<file path="src/rtl/ttl_counter_pseudo_edge.sv">
// 74LS161/163-style synchronous binary counter clocked by a sampled pseudo-clock (cen).
// Optional up/down counting is enabled with the TTL_COUNTER_UPDOWN_EN macro.
module ttl_counter_pseudo_edge #(
  parameter int unsigned W        = 4,
  parameter int unsigned SYNC_CLR = 0,
  parameter int unsigned RST_VAL  = 0
) (
  input  logic         clk,
  input  logic         rst_n,
  input  logic         cen,
  input  logic         clr_n,
  input  logic         load_n,
  input  logic         enp,
  input  logic         ent,
`ifdef TTL_COUNTER_UPDOWN_EN
  input  logic         dn,
`endif
  input  logic [W-1:0] d,
  output logic [W-1:0] q,
  output logic         rco,
  output logic         tc_pulse
);

  localparam logic [W-1:0] ALL_ONES = {W{1'b1}};

  logic         last_cen;
  logic         edge_c;
  logic         clear_c;
  logic         load_c;
  logic         count_c;
  logic         down_c;
  logic         term_c;
  logic [W-1:0] q_nxt;
  logic         tc_nxt;

`ifdef TTL_COUNTER_UPDOWN_EN
  assign down_c = dn;
`else
  assign down_c = 1'b0;
`endif

  // Rising edge of the pseudo-clock; last_cen resets high so a held cen is not an edge.
  assign edge_c  = cen & ~last_cen;
  assign clear_c = (SYNC_CLR != 0) ? (edge_c & ~clr_n) : ~clr_n;
  assign load_c  = edge_c & ~load_n & ~clear_c;
  assign count_c = edge_c & load_n & enp & ent & ~clear_c;
  assign term_c  = down_c ? (q == '0) : (q == ALL_ONES);
  assign rco     = ent & term_c;

  // Priority: clear, load, count, hold.
  always_comb begin
    q_nxt  = q;
    tc_nxt = 1'b0;
    if (clear_c) begin
      q_nxt = '0;
    end else if (load_c) begin
      q_nxt = d;
    end else if (count_c) begin
      q_nxt  = down_c ? (q - W'(1)) : (q + W'(1));
      tc_nxt = term_c;
    end
  end

  always_ff @(posedge clk or negedge rst_n) begin
    if (!rst_n) begin
      q        <= W'(RST_VAL);
      last_cen <= 1'b1;
      tc_pulse <= 1'b0;
    end else begin
      q        <= q_nxt;
      last_cen <= cen;
      tc_pulse <= tc_nxt;
    end
  end

endmodule

</file>
<file path="config.mk">
export PLATFORM = sky130hd
export DESIGN_NAME = ttl_counter_pseudo_edge
export DESIGN_NICKNAME = d
export VERILOG_FILES = /design/src/rtl/ttl_counter_pseudo_edge.sv
export SDC_FILE = /design/constraint.sdc
export NUM_CORES = 1
export LEC_CHECK = 0
export ABC_AREA = 0
export BUFFER_PORTS_ARGS = -buffer_cell sky130_fd_sc_hd__buf_2
export CAP_MARGIN = 10
export CELL_PAD_IN_SITES_DETAIL_PLACEMENT = 1
export CELL_PAD_IN_SITES_GLOBAL_PLACEMENT = 2
export CORE_MARGIN = 4
export CORE_UTILIZATION = 22
export DETAILED_ROUTE_END_ITERATION = 7
export PLACE_DENSITY_LB_ADDON = 0.1
export SYNTH_ARGS = -nofsm -noshare
export SYNTH_HDL_FRONTEND = slang
export SYNTH_SLANG_ARGS = --single-unit
export TNS_END_PERCENT = 5
</file>
<file path="constraint.sdc">
create_clock -name clk -period 1.2 [get_ports clk]
set_input_delay 0.24 -clock clk [delete_from_list [all_inputs] [get_ports clk]]
set_output_delay 0.24 -clock clk [all_outputs]
set_load 0.01 [all_outputs]
</file>
=== Word level (Yosys, flattened, before mapping) ===
Index checks and enable logic that the tools add are counted.

* Input port bits: 11
* Word-level logic and storage cells: 22
* Register bits: 6
* Output and inout port bits: 6

* Add/sub/neg operators: 1
* Bitwise logic cells: 10
* Multiplexer cells: 6
* Equality and inequality tests: 2

{| class="wikitable"
|+ Operators by type and width
! operator !! number
|-
| $mux 4 || 3
|-
| $and 1x1->1 || 8
|-
| $add 4x1->4 const B || 1
|-
| $eq 4x4->1 const B || 1
|-
| $mux 1 || 3
|-
| $ne 3x1->1 const B || 1
|-
| $not 1->1 || 2
|}

=== Depth between registers and ports, before layout ===
* Depth after elaboration: 9
* Gate-level depth with buffers: 4
* Depth with buffers taken out: 4

=== Least setup slack after synthesis ===
OpenSTA, ideal clock, no wires.

* Path type: register to register
* Start point: register q[0]
* End point: register q[2]
* Period minus slack after synthesis: 1.402 ns
* Data arrival time: 1.320 ns
* Library setup time: 0.082 ns
* Data required time: 1.118 ns
* Buffers on the path: 0
* Stages on the path, launching flop included: 5
* Setup slack: -0.202 ns
* Path through: dfrtp_1 > ha_1 > nand2_1 > or4_1 > a31oi_1

* Longest elaborated chain between the ends: 4

{| class="wikitable"
|+ Ends and longest elaborated chain
! item !! RTL line !! source
|-
| from (decl) || 19 || <nowiki>output logic [W-1:0] q,</nowiki>
|-
| from (signal assigned) || 66 || <nowiki>q <= W'(RST_VAL);</nowiki>
|-
| from (signal assigned) || 70 || <nowiki>q <= q_nxt;</nowiki>
|-
| $add 4x1->4 || 59 || <nowiki>q_nxt = down_c ? (q - W'(1)) : (q + W'(1));</nowiki>
|-
| $mux 4 || 58 || <nowiki>end else if (count_c) begin</nowiki>
|-
| $mux 4 || 56 || <nowiki>end else if (load_c) begin</nowiki>
|-
| $mux 4 || 54 || <nowiki>if (clear_c) begin</nowiki>
|}

No other way between the ends. The select of a mux whose other input is x is not followed.
A chain may end at the register's enable or synchronous reset.

=== Worst setup path after layout ===
* Start point: register q[0]
* End point: output port rco

* Longest elaborated chain between the ends: 2

{| class="wikitable"
|+ Ends and longest elaborated chain
! item !! RTL line !! source
|-
| $eq 4x4->1 || 47 || <nowiki>assign term_c = down_c ? (q == '0) : (q == ALL_ONES);</nowiki>
|-
| $and 1x1->1 || 48 || <nowiki>assign rco = ent & term_c;</nowiki>
|-
| to (decl) || 20 || <nowiki>output logic rco,</nowiki>
|}

No other way between the ends.

==> summary.md <==
| Metric | Value |
|---|---|
| Routability congestion estimate from global placement | 0.794 |
| Synth cell types | 23 |
| Number of rows created at floorplan | 14 |
| CP bufs+invs | 1 |
| Maximum Capacitance Violations | 0 |
| Largest driver fanout on the critical path | 2 |
| Insertion delay to the later sink of the worst-skew pair | 250 ps |
| Required @ worst endpoint | 960 ps |
| Area of the core | 1580 um^2 |
| Maximum clock skew at final layout | 7.32 ps |
| Post-route clock period utilization | 110% |
| Warnings from Yosys | 0 |
| Inserted Diodes | 0 |
| Tot GR Track Use | 13.8% |
| Min-Delay Path Class | input pin to flip-flop |
| Final Power | 0.562 mW |
| Cell accounting for the most synthesized area | dfrtp_1 |
| Family of cells with the greatest summed delay on the critical path | flip-flops |
| Die W | 49.9 um |
| Effective utilization at floorplan | 24.5% |
| Number of fillers in the final layout | 200 |
| Endpoints failing setup | 5 |
| Footprint of the multi-input gates | 260 um^2 |
| Wire length of the first global-routing pass | 2520 um |
| Beginning of the critical path | q[0] |
| Register clock-pin slew on the reported worst setup and hold paths | 60 ps |
| Vias | 443 |
| Post-DP HPWL | 1180 um |
| Hold Violations, Final | 0 |
| Switching pwr | 0.159 mW |
| Vias in the first global route | 529 |
| Critical Setup Path Class | flip-flop to output pin |
| Most frequent cell after synthesis | nand2_1 |
| Setup crit end kind | output pin |
| Worst hold start | cen |
| Synth Area in Compound Gates | 17.8% |
| Worst vdd ir | 0.478 mV |
| Power Density | 883 nW/um^2 |
| Area growth from synthesis to layout | 64.7% |
| Violation count after the first detailed-routing iteration | 5 |
| Seq cells post-synth | 6 |
| Synthesized netlist cell count | 40 |
| Setup repair after global routing missed its margin | true |
| Routed length per instance | 17.8 um |
| Synth Cell Area | 387 um^2 |
| Leakage | 0.327 nW |
| Max Fclk | 759 MHz |
| Clock share of power | 38.2% |
| CTS tree | done |
| Logic pwr share | 22.5% |
| Clock sink total | 6 |
| Clock buffer depth | 2 |
| Initial antenna violation count | 0 |
| Reg2reg setup slack | -100 ps |
| Pre-Repair DR Iteration Count | 2 |
| Number of buffers created by CTS | 3 |
| Average via count per standard cell | 5.21 |
| Post-CTS Setup Bufs | 0 |
| Maximum number of pins on one net before global-route repair | 7 |
| Worst hold margin | 129 ps |
| Sequential Power Share | 39.3% |
| Number of levels in the clock H-tree | 1 |
| Slew @ Worst Pin | 389 ps |
| Share of Yosys cell area claimed by the top area cell type | 32.4% |
| Fin Setup TNS | -367 ps |
| Height of the die | 49.9 um |
| Area share of xor/xnor cells in the synthesized design | 0% |
| Violated checks | setup timing |
| Critical path startpoint category | flip-flop |
| Avg Inst Size Synth | 9.67 um^2 |
| Slew margin rel. | 74.0% |
| Data arrival time of the critical path | 1080 ps |
| Post-route minimum period | 1320 ps |
| Critical path cell sequence | ha_4, nand2_4, nor2_4, buf_6 |
| Area enclosed by the die boundary | 2490 um^2 |
| Slowest-stage cell, CP | dfrtp_2 |
| Number of nets in the finished design | 82 |
| GRT Residual Overflow | 0 |
| Mux cell area share after synthesis | 7.77% |
| Run status | finished with violations |
| Dominant combinational cell family by area after synthesis | simple AND/OR/NAND/NOR gates |
| Detailed Route WL | 1520 um |
| Largest incremental delay on the critical path | 430 ps |
| Proportion of synthesized flip-flops having asynchronous set or reset | 100% |
| Startpoint of the lowest-slack register-to-register path | q[0] |
| Number of flops mapped to enable cells by yosys | 0 |
| Most instantiated cells after synthesis | 7 x nand2_1, 5 x dfrtp_1, 3 x and3_1, 3 x mux2i_1 |
| Root buf cell | clkbuf_4 |
| Total area of sequential cells | 153 um^2 |
| Internal | 0.403 mW |
| Cells taking the most area after synthesis | dfrtp_1 32%, mux2i_1 7.8%, dfstp_2 6.8% |
| Sequential area share after synthesis | 39.2% |
| Sw Ratio | 28.3% |
| Residual DRC count | 0 |
| Synth Flop Type | dfrtp_1 |
| Worst setup margin | -117 ps |
| Post-Synth Adder-Cell Area | 3.24% |
| Fraction of final layout cells sized beyond drive strength 1 | 52.2% |
| Number of port buffers | 16 |
| Total I/O pin count | 17 |
| Remaining antenna violation count | 0 |
| Synthesized netlist net count | 52 |
| Final standard cell utilization of the core | 40.4% |
| Synthesized-area fraction occupied by and/or/nand/nor cells | 30.1% |
| Total count of max-transition violations in the final report | 0 |
-- through the flow --
step | cell area, um^2 | std cells | setup slack, ps
global placement | 551 | 80 | -48.0
CTS | 607 | 85 | -131
floorplan | 390 | 40 | -78.2
detailed placement | 551 | 80 | -113
global route | 637 | 85 | -175
finish | 637 | 85 | -117
-- registers in the layout, summed over array words and instances, names as in the netlist --
signal	flops
last_cen	1
q	4
tc_pulse	1
-- metal layers --
layer  wire length [um]  vias to the layer above  share of wire, %  GRT usage [%]
li1                   -                      208                 -              -
met1                611                      217                40           15.6
met4                 32                        0               2.1           9.22
met3                 72                        4               4.8           3.31
met5                  0                        -                 0              0
met2                798                       14                53           22.7
-- path summary, 6_finish.rpt --
path	cells past startpoint	to
max	4	rco
min	1	last_cen
max reg2reg	4	q[2]
min reg2reg	2	q[3]
max in group asynchronous	2	last_cen
min in group asynchronous	2	q[1]
-- placed cells by master, fill, tap and decap left out, types with 2 or more instances in the layout --
master,Yosys,layout
and3_1,3,3
buf_2,0,14
buf_4,0,6
buf_6,0,4
clkbuf_4,0,3
dfrtp_1,5,4
inv_1,2,2
mux2i_1,3,3
nand2_1,7,6
o22ai_1,2,2
-- worst register-to-register path, stage by stage (launching register included) --
cell	delay [ps]
dfrtp_2	430
ha_4	180
and3_1	180
a211o_1	280
a31oi_1	140
-- kinds of logic (layout without fill, tap and decap cells) --
| family | after synthesis | count (layout) |
|---|---|---|
| and+or+nand+nor | 19 | 19 |
| AOI/OAI and AO/OA | 9 | 9 |
| DFF | 6 | 6 |
| muxes | 3 | 3 |
| buffers and inverters | 2 | 31 |
| adders and majority gates | 1 | 1 |
-- area by class of cell --
type	count	area share (%)
clock buffer	4	4.13
timing repair buffer	25	26.7
sequential	6	24.0
multi-input combinational	32	40.9
tap	16	3.14
inverter	2	1.18
-- what timing repair did --
item	CTS	global route
hold buffers	1	0
pin swaps	5	0
setup endpoints to repair	6	8
endpoints found under the hold margin	5	0
resized for setup	4	6
-- power by group through the flow --
| stage | logic (mW) | registers (mW) | clock network (mW) |
|---|---|---|---|
| floorplan | 0.0378 | 0.227 | 0 |
| global placement | 0.107 | 0.220 | 0 |
| detailed placement | 0.114 | 0.221 | 0 |
| CTS | 0.120 | 0.220 | 0.226 |
| global route | 0.139 | 0.222 | 0.244 |
| finish | 0.126 | 0.221 | 0.215 |
(Power assumes the default switching activity.)
